<file path="config.mk">
export PLATFORM = sky130hd
export DESIGN_NAME = pipo_rr_arbiter
export DESIGN_NICKNAME = d
export VERILOG_FILES = /design/src/rtl/pipo_ctrl_pkg.sv /design/src/rtl/rr_pick.sv /design/src/rtl/pipo_rr_arbiter.sv
export SDC_FILE = /design/constraint.sdc
export NUM_CORES = 1
export LEC_CHECK = 0
export ABC_CLOCK_PERIOD_IN_PS = 2000
export BUFFER_PORTS_ARGS = -buffer_cell sky130_fd_sc_hd__buf_4
export CAP_MARGIN = 20
export CELL_PAD_IN_SITES_DETAIL_PLACEMENT = 1
export CELL_PAD_IN_SITES_GLOBAL_PLACEMENT = 2
export CORE_AREA = 2 2 142 109
export DETAILED_ROUTE_END_ITERATION = 6
export DIE_AREA = 0 0 144 111
export MAX_ROUTING_LAYER = met4
export PLACE_DENSITY_LB_ADDON = 0.1
export SLEW_MARGIN = 20
export SYNTH_ARGS = -nofsm -noshare
export SYNTH_HDL_FRONTEND = slang
export SYNTH_HIERARCHICAL = 1
export SYNTH_SLANG_ARGS = --single-unit
</file>
<file path="constraint.sdc">
create_clock -name clock -period 2 [get_ports clock]
set_input_delay 0.1 -clock clock [delete_from_list [all_inputs] [get_ports clock]]
set_output_delay 0.1 -clock clock [all_outputs]
set_load 0.1 [all_outputs]
</file>
<file path="src/rtl/pipo_ctrl_pkg.sv">
// Shared types and helpers for the round-robin PIPO arbiter and related
// shared-resource arbiters.
package pipo_ctrl_pkg;

    localparam int unsigned DEF_WIDTH = 32;
    localparam int unsigned DEF_NREQ  = 4;
    localparam int unsigned MAX_NREQ  = 16;

    typedef enum logic {
        IDLE,
        HOLD
    } state_e;

    function automatic logic [MAX_NREQ-1:0] onehot(input logic [31:0] idx);
        logic [MAX_NREQ-1:0] v;
        v = '0;
        v[idx[3:0]] = 1'b1;
        return v;
    endfunction

endpackage

</file>
<file path="src/rtl/rr_pick.sv">
// Combinational round-robin picker: first asserted request at or above ptr,
// wrapping modulo NREQ.
module rr_pick #(
    parameter int unsigned NREQ = 4,
    parameter int unsigned IDW  = $clog2(NREQ)
) (
    input  logic [NREQ-1:0] req,
    input  logic [IDW-1:0]  ptr,
    output logic [IDW-1:0]  winner,
    output logic            any_req
);

    logic [31:0] idx;

    always_comb begin
        winner  = '0;
        any_req = 1'b0;
        idx     = '0;
        for (int unsigned i = 0; i < NREQ; i++) begin
            idx = (32'(ptr) + i) % NREQ;
            if (!any_req && req[idx[IDW-1:0]]) begin
                any_req = 1'b1;
                winner  = idx[IDW-1:0];
            end
        end
    end

endmodule

</file>
<file path="src/rtl/pipo_rr_arbiter.sv">
// Round-robin arbiter sharing one PIPO holding register among NREQ producers,
// presented downstream through a valid/ack handshake.
module pipo_rr_arbiter
    import pipo_ctrl_pkg::*;
#(
    parameter int unsigned WIDTH = DEF_WIDTH,
    parameter int unsigned NREQ  = DEF_NREQ,
    localparam int unsigned IDW  = $clog2(NREQ)
) (
    input  logic                  clock,
    input  logic                  reset,
    input  logic [NREQ-1:0]       req,
    input  logic [NREQ*WIDTH-1:0] data_in,
    output logic [NREQ-1:0]       grant,
    output logic [WIDTH-1:0]      answer,
    output logic [IDW-1:0]        owner,
    output logic                  out_valid,
    input  logic                  out_ack,
    output logic [15:0]           xfer_count
);

    state_e           state_q, state_d;
    logic [IDW-1:0]   ptr_q, ptr_d;
    logic [IDW-1:0]   winner;
    logic             any_req;
    logic             load;
    logic [NREQ-1:0]  grant_q;
    logic [WIDTH-1:0] answer_q;
    logic [IDW-1:0]   owner_q;
    logic [15:0]      count_q;

    rr_pick #(
        .NREQ (NREQ),
        .IDW  (IDW)
    ) u_pick (
        .req     (req),
        .ptr     (ptr_q),
        .winner  (winner),
        .any_req (any_req)
    );

    always_ff @(posedge clock or negedge reset) begin
        if (!reset) begin
            state_q <= IDLE;
        end else begin
            state_q <= state_d;
        end
    end

    always_comb begin
        state_d = state_q;
        unique case (state_q)
            IDLE: if (any_req) state_d = HOLD;
            HOLD: if (out_ack && !any_req) state_d = IDLE;
            default: state_d = IDLE;
        endcase
    end

    // A load replaces the held word only once downstream has taken it.
    always_comb begin
        load      = any_req && ((state_q == IDLE) || out_ack);
        out_valid = (state_q == HOLD);
    end

    always_comb begin
        ptr_d = ptr_q;
        if (load) begin
            ptr_d = (32'(winner) == NREQ - 1) ? '0 : winner + 1'b1;
        end
    end

    always_ff @(posedge clock or negedge reset) begin
        if (!reset) begin
            ptr_q    <= '0;
            grant_q  <= '0;
            answer_q <= '0;
            owner_q  <= '0;
            count_q  <= '0;
        end else begin
            ptr_q   <= ptr_d;
            grant_q <= load ? NREQ'(onehot(32'(winner))) : '0;
            if (load) begin
                answer_q <= data_in[winner*WIDTH +: WIDTH];
                owner_q  <= winner;
                count_q  <= count_q + 16'd1;
            end
        end
    end

    assign grant      = grant_q;
    assign answer     = answer_q;
    assign owner      = owner_q;
    assign xfer_count = count_q;

endmodule

</file>
==> key figures, run 1 <==
Run status
  • Status: finished with violations
  • Failing checks: negative setup slack

Yosys
  • Leading area contributor after synthesis: dfrtp_1
  • Synthesized cell area: 0.00315 mm²
  • Register bit total from synthesis: 57
  • Count leader, synth: nand2_1
  • Synth Area per Inst: 10.9 µm²
  • EDFF count, synth: 0
  • Synth unique cells: 29
  • Main area contributors after synthesis: dfrtp_1, mux4_2, nand2_1
  • Synthesis Warnings: 6
  • Synthesized instance count: 289
  • Area fraction of the dominant cell type after synthesis: 45.3%
  • Net Count, Synth: 429
  • Register area share after synthesis: 45.3%
  • Synth top cells by count: nand2_1, dfrtp_1, mux4_2
  • Asr flop ratio synth: 100%
  • Top FF cell, synth: dfrtp_1

Timing
  • Period utilisation layout: 103%
  • RSZ-0062 raised after global routing: true
  • Clk_skew: approximately 0.0059 ns
  • Max-slew violation total from the final report: 0
  • Final hold vios: 0
  • Max Clock Freq: 485 MHz
  • Final worst path period need: 2.06 ns
  • Setup-failing EPs final: 28
  • Worst-margin pin slew: ~0.85 ns
  • Slew HR: 43.6%
  • Setup ws final: -0.0608 ns

Floorplan
  • Die width: roughly 140 µm
  • FP Rows: 39
  • Die height: 111 µm
  • # IOs: 190
  • Initial Utilization: 21.3%
  • Die area: about 0.016 mm²
  • Core outline area: 0.0148 mm²

Route
  • Pre-antenna DRT Iters: 4
  • Via Count: 2950
  • Initial DRC Count: 82
  • DRT Wirelength: 11800 µm
  • Final ANT Viol Nets: 0
  • Wirelength per Cell: 16.8 µm
  • DRC: 0
  • Via/cell ratio: about 4.2

GRT
  • First-pass GRT wire length: around 18000 µm
  • Total grt overflow: 0
  • Largest net degree at the start of global routing: 37
  • Vias in the first global route: 3386
  • Initial antenna violation count: 0
  • GRT Overall Usage: 16.0%

Setup path
  • Data required, critical path: 2.22 ns
  • Crit-path max FO: 7
  • Critical path launch point: ptr_q[0]
  • CP Launch Type: flip-flop
  • Worst setup path category: flip-flop to flip-flop
  • Reg-to-reg startpoint: ptr_q[0]
  • CP arrival: 2.28 ns
  • Worst setup EP type: flip-flop

Hold path
  • Hold Crit Class: input pin to flip-flop
  • Min-delay src: data_in[30]

Power
  • IR drop worst, VDD: 0.000494 V
  • Power Density: roughly 1600 mW/mm²
  • Static leakage: 2.67 nW

Placed design
  • RD Place Congestion: roughly 0.74
  • DP HPWL: between 8000 and 9000 µm
  • Area of placed instances: a little under 0.005 mm²
  • Port bufs: 189

Flow run
  • MaxCap Viol Count: 0

CTS
  • Clk slew on worst S/H paths: 0.05 ns
  • Clock Latency Late Sink: 0.34 ns
  • CTS tree: done
  • TritonCTS buffer count: 9
  • Clock Root Buffer: clkbuf_16
  • H-tree depth: 3
  • Num Clock Sinks: 57
  • Clock Path Buffers: 2

Layout
  • Nets: 633
  • Number of antenna repair diodes: 0
  • Share of post-route cells with drive strength above 1: 54.9%
  • Area growth syn-to-layout: 70.7%
  • Layout Utilization: 36.4%
  • Design area: 0.00538 mm²
  • Fillers: 1670
==> placed cells by master (no fill, tap or decap), types with 2 or more instances in the layout <==
cell type / instances
nand2_1: 108
nand2_2: 5
nand2b_1: 3
clkbuf_8: 3
dfrtp_1: 54
a21oi_1: 2
o21ai_0: 3
and3_1: 6
buf_6: 3
ha_1: 5
nor3_1: 3
nor2_1: 3
inv_1: 9
buf_12: 5
clkinv_2: 3
nor4_1: 3
dfrtp_2: 3
xnor2_1: 8
nand3_1: 5
buf_4: 196
clkbuf_16: 10
buf_16: 3
xor2_1: 7
mux4_2: 32
a21oi_4: 2
nor4_2: 2
==> report_power, final <==
group	switching (W)	internal [W]	total, W
Clock	0.000546	0.000925	0.00147
Sequential	0.000255	0.00150	0.00176
Combinational	0.00348	0.00166	0.00514
==> kinds of logic (layout without fill, tap and decap cells) <==
kind of cell / after synthesis / in the layout / share of synthesized area, %
buffers and inverters: 26 / 234 / 3.73
AOI/OAI and AO/OA: 10 / 10 / 1.95
xor gates and xnor gates: 15 / 15 / 4.17
adders and majority gates: 5 / 5 / 1.98
DFF: 57 / 57 / 45.3
muxes: 32 / 32 / 22.9
and+or+nand+nor: 144 / 144 / 20.0
==> layer usage <==
| layer | vias to the layer above | wire length [µm] | global-route usage (%) |
|---|---|---|---|
| li1 | 1405 | - | - |
| met3 | 9 | 972 | 6.57 |
| met5 | - | 0 | - |
| met1 | 1412 | 5450 | 20.8 |
| met2 | 124 | 5220 | 23.1 |
| met4 | 0 | 130 | 4.18 |
==> final timing paths <==
path | cells past startpoint | end | slack (ns)
worst max-delay path | 8 | answer[9] | -0.06
worst min-delay path | 4 | answer[30] | 0.18
worst max register to register | 8 | answer[9] | -0.06
worst min register to register | 2 | answer[30] | 0.46
max in group asynchronous | 3 | answer[7] | 1.24
min in group asynchronous | 2 | xfer_count[7] | 0.23
==> worst max-delay path, cell delays in order, from the launching register on <==
cell and delay [ns]:
dfrtp_1 0.36, inv_2 0.04, a221o_1 0.35, a21oi_4 0.22, buf_6 0.15, clkbuf_16 0.16
mux4_2 0.51, nand2_1 0.09, nand2_1 0.06
==> layout make-up <==
class | count | area [µm²] | share of cell area (%)
clock buffer | 12 | 267 | 4.95
tap | 205 | 256 | 4.77
clock inverter | 3 | 15.0 | 0.279
inverter | 10 | 37.5 | 0.698
multi-input combinational | 206 | 1650 | 30.7
sequential | 57 | 1430 | 26.6
timing repair buffer | 209 | 1720 | 32.0
==> metrics by stage <==
| stage | power [W] | cells | setup WS, ns | setup TNS [ns] | hold WS [ns] |
|---|---|---|---|---|---|
| 3_3_place_gp | 0.00659 | 678 | -0.00393 | -0.00393 | 0.0642 |
| 5_1_grt | 0.00883 | 702 | -0.156 | -4.24 | 0.176 |
| 3_5_place_dp | 0.00662 | 678 | -0.0415 | -0.0878 | 0.0670 |
| 6_report | 0.00837 | 702 | -0.0608 | -0.836 | 0.178 |
| 2_1_floorplan | 0.00533 | 289 | 0.00479 | 0 | -0.196 |
| 4_1_cts | 0.00845 | 702 | -0.0307 | -0.288 | 0.160 |
==> state kept, by name, summed over array words and instances, names as in the netlist <==
name,cells
answer,32
grant,4
out_valid,1
owner,2
ptr_q,2
xfer_count,16
==> repair_timing <==
item | CTS | global route
buffers inserted | 5 | 0
setup endpoints to repair | 24 | 33
endpoints found under the hold margin | 26 | 0
cloned | 3 | 1
resized for setup | 6 | 6
pin swaps | 2 | 16
hold buffers | 1 | 0
(Power assumes the default switching activity.)
==> inputs of run 2 (changes only) <==
--- a/config.mk
+++ b/config.mk
@@ -5,14 +5,15 @@
 export SDC_FILE = /design/constraint.sdc
 export NUM_CORES = 1
 export LEC_CHECK = 0
-export ABC_CLOCK_PERIOD_IN_PS = 2000
-export BUFFER_PORTS_ARGS = -buffer_cell sky130_fd_sc_hd__buf_4
+export ABC_AREA = 0
+export ABC_CLOCK_PERIOD_IN_PS = 2600
 export CAP_MARGIN = 20
 export CELL_PAD_IN_SITES_DETAIL_PLACEMENT = 1
 export CELL_PAD_IN_SITES_GLOBAL_PLACEMENT = 2
-export CORE_AREA = 2 2 142 109
+export CORE_AREA = 2 2 109 84
 export DETAILED_ROUTE_END_ITERATION = 6
-export DIE_AREA = 0 0 144 111
+export DIE_AREA = 0 0 111 86
+export DONT_BUFFER_PORTS = 1
 export MAX_ROUTING_LAYER = met4
 export PLACE_DENSITY_LB_ADDON = 0.1
 export SLEW_MARGIN = 20
==> constraint.sdc (replaced) <==
create_clock -name clock -period 2.6 [get_ports clock]
set_input_delay 0.13 -clock clock [delete_from_list [all_inputs] [get_ports clock]]
set_output_delay 0.13 -clock clock [all_outputs]
set_load 0.1 [all_outputs]
==> run 2 against run 1 <==
The flow now finishes without violations. Hold slack got worse by 0.040 ns. Cell count is 35% lower. Register-to-register slack better by 0.50 ns. Flip-flop and latch count did not move. Routed wire length down 24%. Largest power group unchanged. Critical path depth down 1. Clock skew is 0.0012 ns higher. Power fell by 31%. Clock power decreased by 30%. Via count down 19%. Sequential share of layout area grew 9.5 points. Global-route usage increased by 4.2 points.
==> key figures, run 2 (synthesis results as in run 1) <==
Run status
  • Status: completed

Hold path
  • Hold Crit Class: input pin to flip-flop
  • Worst Hold Depth: 3
  • Hold Path Sink: answer[26]
  • Min-delay src: data_in[26]

Route
  • Pre-antenna DRT Iters: 5
  • DRC: 0
  • Initial DRC Count: 90
  • Via/cell ratio: 5.28
  • DRT Wirelength: around 9000 µm
  • Final ANT Viol Nets: 0
  • Via Count: 2401
  • Wirelength per Cell: 19.8 µm

GRT
  • Largest net degree at the start of global routing: 58
  • Met2 global-route usage: 34.7%
  • GRT Overall Usage: 20.3%
  • Met3 Usage GRT: 7.07%
  • GRT busiest layer: met2
  • First-pass GRT wire length: 14200 µm
  • Vias in the first global route: 2752
  • Total grt overflow: 0
  • Initial antenna violation count: 0
  • GR Layer Usage met1: 22.9%

Flow run
  • MaxCap Viol Count: 0

Setup path
  • Crit-path max FO: 21
  • Worst R2R Setup Slack: 0.44 ns
  • CP arrival: 2.37 ns
  • CP Cell Sequence: inv_2 > a221o_1 > a21oi_4 > buf_4 > mux4_2 > nand2_1 > nand2_1
  • Worst setup path category: flip-flop to flip-flop
  • Slowest cell on the critical path: mux4_2
  • CP max stage delay: 0.56 ns
  • Critical Path Most Common Cell: nand2_1
  • Reg-to-reg endpoint: answer[14]
  • Worst setup EP type: flip-flop
  • CP Launch Type: flip-flop
  • CP delay by family, top: multiplexers
  • Reg-to-reg startpoint: ptr_q[0]
  • R2R depth: 7
  • Buffers & Inverters on Critical Path: 2
  • Data required, critical path: 2.81 ns

Floorplan
  • # IOs: 190
  • Initial Utilization: 37.6%
  • Die height: ~86 µm
  • FP Rows: 29
  • Die area: about 0.0095 mm²
  • Die width: 111 µm
  • Core outline area: around 0.0084 mm²

Timing
  • Setup TNS: 0 ns
  • Max-slew violation total from the final report: 0
  • Setup-failing EPs final: 0
  • Period utilisation layout: 83.0%
  • RSZ-0062 raised after global routing: false
  • Max Clock Freq: 463 MHz
  • Clk_skew: ~0.007 ns
  • Final worst path period need: 2.16 ns
  • Setup ws final: between 0.4 and 0.5 ns
  • Worst-margin pin slew: roughly 0.88 ns
  • Slew HR: 41.2%
  • Final hold vios: 0

CTS
  • H-tree depth: 3
  • Post-CTS Hold Fix Bufs: 2
  • Clk slew on worst S/H paths: 0.05 ns
  • Clock Latency Late Sink: approximately 0.32 ns
  • Num Clock Sinks: 57
  • CTS tree: done
  • Postcts setup bufs: 0
  • CTS resizes: 0
  • Clock Path Buffers: 2
  • TritonCTS buffer count: 9
  • Clock Root Buffer: clkbuf_16

Placed design
  • Port bufs: 0
  • RD Place Congestion: 0.770
  • Placed instance count: 438
  • DP HPWL: 6710 µm
  • Worst slack at placement: around 0.4 ns

Layout
  • Area growth syn-to-layout: 25.4%
  • Most frequent cells in the layout: nand2_1, dfrtp_1, buf_4, mux4_2
  • Fillers: just over 900
  • Share of post-route cells with drive strength above 1: 31.1%
  • Nets: 483
  • Commonest non-fill, non-tap cell in the layout: nand2_1
  • Number of antenna repair diodes: 0
  • Post-Layout Cell Count: 455
  • Largest register FFs: 32

Power
  • IR drop worst, VDD: 0.000597 V
  • Static leakage: between 1.5 and 2 nW
  • Power Total: between 0.005 and 0.006 W
  • Power Density: 1460 mW/mm²
[run 2: changes by cell type in the layout (fill, tap and decap cells not counted), moves of 5 or more]
cell,delta
clkbuf_1,+5
nand2_1,+5
buf_4,-139
buf_12,-5
nand2_2,-5
[run 2: power by group]
part           total, W  leakage (nW)  internal [W]  switching [W]
combinational   0.00335          1.06      0.000870        0.00248
sequential      0.00137         0.699       0.00115       0.000218
clock           0.00103         0.124      0.000665       0.000369
[run 2: area by class of cell]
type / count / area [µm²] / share of cell area (%)
multi-input combinational: 206 / 1630 / 41.2
sequential: 57 / 1430 / 36.1
timing repair buffer: 59 / 465 / 11.8
clock buffer: 15 / 258 / 6.52
tap: 108 / 135 / 3.42
inverter: 10 / 37.5 / 0.950
[run 2: metrics by stage]
step | utilization (%) | area, µm² | hold slack, ns
6_report | 47.2 | 3950 | 0.137
4_1_cts | 47.2 | 3950 | 0.126
3_5_place_dp | 43.6 | 3660 | -0.164
2_1_floorplan | - | 3150 | -0.166
5_1_grt | 47.2 | 3950 | 0.144
3_3_place_gp | 43.6 | 3660 | -0.164
[run 2: worst max path at each step]
stage | startpoint | endpoint | slack [ns] | cells after the start
3_5_place_dp | ptr_q[0] | answer[14] | 0.41 | 7
5_1_grt | ptr_q[0] | answer[10] | 0.27 | 7
4_1_cts | ptr_q[0] | answer[14] | 0.41 | 7
2_1_floorplan | ptr_q[0] | answer[11] | 0.48 | 8
3_3_place_gp | ptr_q[0] | answer[17] | 0.47 | 7
6_report | ptr_q[0] | answer[14] | 0.44 | 7
[run 2: per-layer routing]
metal	vias up	part of all wire, %
met1	1176	39
met2	110	52
li1	1105	-
met3	10	8.7
met4	0	0.99
met5	-	0
[run 2: worst reg2reg max path, stage by stage, from the launching register on]
cell	delay [ns]
dfrtp_1	0.39
inv_2	0.05
a221o_1	0.36
a21oi_4	0.16
buf_4	0.39
mux4_2	0.57
nand2_1	0.08
nand2_1	0.06
